==> config.mk <==
export PLATFORM = sky130hd
export DESIGN_NAME = insn_fetch_queue
export DESIGN_NICKNAME = d
export VERILOG_FILES = /design/src/rtl/insn_fetch_queue.sv
export SDC_FILE = /design/constraint.sdc
export NUM_CORES = 1
export LEC_CHECK = 0
export CAP_MARGIN = 10
export CORE_MARGIN = 2
export CORE_UTILIZATION = 56
export CTS_BUF_LIST = sky130_fd_sc_hd__clkbuf_4 sky130_fd_sc_hd__clkbuf_8
export DETAILED_ROUTE_END_ITERATION = 10
export PLACE_DENSITY = 0.76
export SETUP_SLACK_MARGIN = 0.4
export SLEW_MARGIN = 25
export SYNTH_ARGS = -nofsm -noshare
export SYNTH_HDL_FRONTEND = slang
export SYNTH_SLANG_ARGS = --single-unit
==> constraint.sdc <==
create_clock -name clk -period 37.8 [get_ports clk]
set_input_delay 11.34 -clock clk [delete_from_list [all_inputs] [get_ports clk]]
set_output_delay 11.34 -clock clk [all_outputs]
set_load 0.05 [all_outputs]
==> src/rtl/insn_fetch_queue.sv <==
// rtl/insn_fetch_queue.sv - circular instruction fetch queue between fetch and decode
module insn_fetch_queue #(
    parameter int LG_DEPTH  = 3,
    parameter int M_WIDTH   = 32,
    parameter int LG_PHT_SZ = 16
) (
    input  logic                 clk,
    input  logic                 reset,
    input  logic                 flush,
    input  logic                 enq_valid,
    output logic                 enq_ready,
    input  logic [31:0]          enq_insn,
    input  logic [M_WIDTH-1:0]   enq_pc,
    input  logic                 enq_pred,
    input  logic [LG_PHT_SZ-1:0] enq_pht_idx,
    input  logic [M_WIDTH-1:0]   enq_pred_target,
    output logic                 deq_valid,
    input  logic                 deq_ready,
    output logic [31:0]          deq_insn,
    output logic [M_WIDTH-1:0]   deq_pc,
    output logic                 deq_pred,
    output logic [LG_PHT_SZ-1:0] deq_pht_idx,
    output logic [M_WIDTH-1:0]   deq_pred_target,
    output logic [LG_DEPTH:0]    occupancy
);
    localparam int DEPTH = 1 << LG_DEPTH;
    localparam int PTR_W = LG_DEPTH + 1;

    logic [31:0]          insn_mem   [DEPTH];
    logic [M_WIDTH-1:0]   pc_mem     [DEPTH];
    logic                 pred_mem   [DEPTH];
    logic [LG_PHT_SZ-1:0] pht_mem    [DEPTH];
    logic [M_WIDTH-1:0]   target_mem [DEPTH];

    logic [PTR_W-1:0] head;
    logic [PTR_W-1:0] tail;
    logic [PTR_W-1:0] head_nxt;
    logic [PTR_W-1:0] tail_nxt;
    logic             empty;
    logic             full;
    logic             enq_fire;
    logic             deq_fire;

    // The wrap bit distinguishes full from empty when the index bits match.
    assign empty = (head == tail);
    assign full  = (head[LG_DEPTH-1:0] == tail[LG_DEPTH-1:0]) &&
                   (head[LG_DEPTH] != tail[LG_DEPTH]);

    assign enq_ready = !full;
    assign deq_valid = !empty;

    assign enq_fire = reset && enq_valid && enq_ready && !flush;
    assign deq_fire = reset && deq_valid && deq_ready && !flush;

    assign head_nxt = deq_fire ? head + PTR_W'(1) : head;
    assign tail_nxt = enq_fire ? tail + PTR_W'(1) : tail;

    always_ff @(posedge clk) begin
        if (!reset || flush) begin
            head      <= '0;
            tail      <= '0;
            occupancy <= '0;
        end else begin
            head      <= head_nxt;
            tail      <= tail_nxt;
            occupancy <= tail_nxt - head_nxt;
        end
    end

    // Storage is never cleared; only the pointers define which entries are live.
    always_ff @(posedge clk) begin
        if (enq_fire) begin
            insn_mem[tail[LG_DEPTH-1:0]]   <= enq_insn;
            pc_mem[tail[LG_DEPTH-1:0]]     <= enq_pc;
            pred_mem[tail[LG_DEPTH-1:0]]   <= enq_pred;
            pht_mem[tail[LG_DEPTH-1:0]]    <= enq_pht_idx;
            target_mem[tail[LG_DEPTH-1:0]] <= enq_pred_target;
        end
    end

    assign deq_insn        = insn_mem[head[LG_DEPTH-1:0]];
    assign deq_pc          = pc_mem[head[LG_DEPTH-1:0]];
    assign deq_pred        = pred_mem[head[LG_DEPTH-1:0]];
    assign deq_pht_idx     = pht_mem[head[LG_DEPTH-1:0]];
    assign deq_pred_target = target_mem[head[LG_DEPTH-1:0]];
endmodule

==> impl_metrics.tcl <==
set metrics [dict create \
    grt_max_degree 162 \
    track_usage_pct 21.6 \
    hold_class "reg -> reg" \
    async_reset_ff_share_pct 0 \
    fmax_ghz 0.0620 \
    core-area_sq_mm 0.0615 \
    power_frac_clock_pct 40.9 \
    synthToLayoutAreaGrowth_pct 17.9 \
    cts_root_buffer "clkbuf_8" \
    period_minus_slack_ps 16120 \
    p_sw_w 0.000397 \
    ctsResizeCount 0 \
    p_per_area_mw_per_mm2 48.7 \
    crit_arrival_ps 4780 \
    wl_mm 66.9 \
    crit_start "head[0]$_SDFF_PP0_" \
    cts_tree "built" \
    synth.cell_area_sq_mm 0.0347 \
    timing.critical_path.slowest_stage_cell "clkdlybuf4s50_1" \
    syn_avg_cell_area_sq_um 24.9 \
    whs_ps 680 \
    yosys_warnings 0 \
    ys.flop_type "edfxtp_1" \
    cp_slowest_stage_delay_ps 760 \
    swShare_pct 20.0 \
    cap_violations 0 \
    via_per_inst 5.88 \
    ant_nets 0 \
    vdd_ir_drop_max_mv 0.0386 \
    wl_per_cell_um 25.4 \
    numPortBuffers 236 \
    yosysTopAreaCell "edfxtp_1" \
    slew_viol_final 0 \
    drt_iter0_markers 997 \
    hp-start "head[3]$_SDFF_PP0_" \
    cts_buffer_depth 3 \
    period_share_pct 42.6 \
    synth_edf_count 904 \
    nets 1861 \
    required_ps 26460 \
    seq_area_frac_synth_pct 79.0 \
    critPathLaunchType "flip-flop" \
    cts_num_sinks 916 \
    final_core_util_pct 66.4 \
    fillers 3844 \
    layout-drive-gt1-share_pct 33.2 \
    drc 0 \
    syn_nets 1515 \
    p_int_w 0.00159 \
    path_cells "buf_16 > buf_4 > buf_6 > mux4_2 > mux2_2 > clkdlybuf4s50_1" \
    clock_skew_ps 29.0 \
    die_area_sq_mm 0.0639 \
    ctsHoldBuffers 0 \
    io_pins 237 \
    vias 15500 \
    synth_top_area_share_pct 78.3 \
    rows 91 \
    end_kind "output port" \
    start_util_pct 56.4 \
    crit_fanout 48 \
    crit_type "reg -> out" \
    die_w_um 253 \
    syn_inst 1391 \
    clkTransAtPathRegs_ps 60 \
    h-tree-depth 4 \
    cts_setup_buffers 0 \
    clk_latency_ps 770 \
    die_h_um 253 \
    antenna_found_initial 9 \
    yosys-top-cells-area "edfxtp_1 (78%), mux4_2 (15%), mux2_2 (3.7%), dfxtp_1 (0.69%), buf_4 (0.52%)" \
    power_leakage_nw 12.6 \
    final.setup.tns_ps 0 \
    setup_viol 0 \
    overflow 0 \
    ys_types 40 \
    pwr-share-comb_pct 2.8 \
    grt_pass1_wl_mm 100 \
    numCtsBuffers 146 \
    r2r_slack_ps 32760 \
    synth-seq-cells 916 \
    worstMarginPinSlew_ps 1050 \
    slew_headroom_pct 30.2 \
    rsz0062_at_grt "no" \
    dr.pass1.iters 5 \
    hold_viol_final 0 \
    outcome "complete, no violations" \
    seqPwrFrac_pct 56.4 \
    gp_congestion 0.729 \
    grt_pass1_vias 16600 \
    hpwlAfterDp_mm 35.6 \
]
layout make-up:
class,instances,area [sq um],area share (%)
antenna,3,7.51,0.0184
clock buffer,189,2360,5.79
clock inverter,60,467,1.14
inverter,4,15.0,0.0368
multi-input combinational,405,6930,17.0
sequential,916,27400,67.1
tap,790,988,2.42
timing repair buffer,264,2670,6.53
kinds of logic (layout without fill, tap and decap cells):
kind of cell | Yosys count | after routing | share of synthesized area [%]
compound gates | 7 | 7 | 0.181
xor+xnor | 10 | 10 | 0.339
fa+ha+maj | 6 | 6 | 0.238
buf+inv | 70 | 517 | 1.11
flops | 916 | 916 | 79.0
mux | 342 | 342 | 18.4
other cells | 0 | 3 | 0
simple gates | 40 | 40 | 0.646
per-stage QoR:
| stage | cell area, sq um | setup slack (ps) | total power (W) | cells |
|---|---|---|---|---|
| floorplan | 34700 | 17520 | 0.00117 | 1391 |
| finish | 40800 | 21680 | 0.00199 | 2631 |
| global placement | 37900 | 21740 | 0.00119 | 2376 |
| global route | 40800 | 21270 | 0.00206 | 2631 |
| CTS | 40800 | 21200 | 0.00201 | 2627 |
| detailed placement | 38000 | 22080 | 0.00120 | 2378 |
worst max-delay path, delay by kind of cell, from the launching register on:
kind,cells,cell delay [ps]
buffers and inverters,4,2340
multiplexers,2,850
flip-flops,1,710
routing by layer:
layer  vias up  track usage [%]  part of all wire, %
li1       6683                -                    -
met1      8191             27.7                   40
met2       487             35.9                   52
met3       103             5.82                  6.3
met4        12             7.59                  1.9
met5         -                0                 0.12
Yosys cell counts, types with 2 or more instances:
| master | n |
|---|---|
| buf_6 | 3 |
| ha_1 | 5 |
| xnor2_1 | 3 |
| buf_1 | 6 |
| nor2_1 | 15 |
| xor2_1 | 3 |
| nand2_1 | 3 |
| mux2i_1 | 3 |
| nand4_1 | 3 |
| clkbuf_1 | 25 |
| buf_2 | 8 |
| edfxtp_1 | 904 |
| nand2b_1 | 3 |
| dfxtp_1 | 12 |
| mux4_2 | 226 |
| buf_4 | 24 |
| mux2_2 | 113 |
| inv_1 | 4 |
| nor2b_1 | 2 |
| xnor2_2 | 4 |
| nor3_1 | 2 |
| and2_1 | 2 |
cell usage in the layout, fill, tap and decap left out, drive strengths merged, types with 2 or more instances in the layout:
cell type	netlist	final
and2	2	2
and4	2	2
buf	41	28
bufinv	0	6
clkbuf	25	189
clkdlybuf4s50	0	236
clkinv	0	46
clkinvlp	0	5
dfxtp	12	12
diode	0	3
edfxtp	904	904
ha	5	5
inv	4	7
mux2	113	113
mux2i	3	3
mux4	226	226
nand2	4	4
nand2b	3	3
nand4	3	3
nor2	15	15
nor2b	2	2
nor3	2	2
xnor2	7	7
xor2	3	3
path summary, 6_finish.rpt:
kind | endpoint | cells past startpoint
worst min-delay path | tail[3]$_SDFF_PP0_ | 3
worst max-delay path | deq_pc[15] | 6
worst max register to register | pred_mem[7]$_DFFE_PP_ | 7
worst min register to register | tail[3]$_SDFF_PP0_ | 3
power by group through the flow:
stage	clock network, W	registers, W	logic (W)
after detailed placement	0	0.00114	0.0000549
after floorplan	0	0.00114	0.0000219
final	0.000813	0.00112	0.0000547
after global placement	0	0.00114	0.0000529
after CTS	0.000833	0.00112	0.0000552
after global routing	0.000876	0.00112	0.0000581
flip-flops by register name, summed over array words and instances (netlist names), named ones only:
register,flops
target_mem,256
occupancy,4
insn_mem,256
pht_mem,128
head,3
tail,4
pc_mem,256
pred_mem,8
Power figures use the tool's default switching activity.
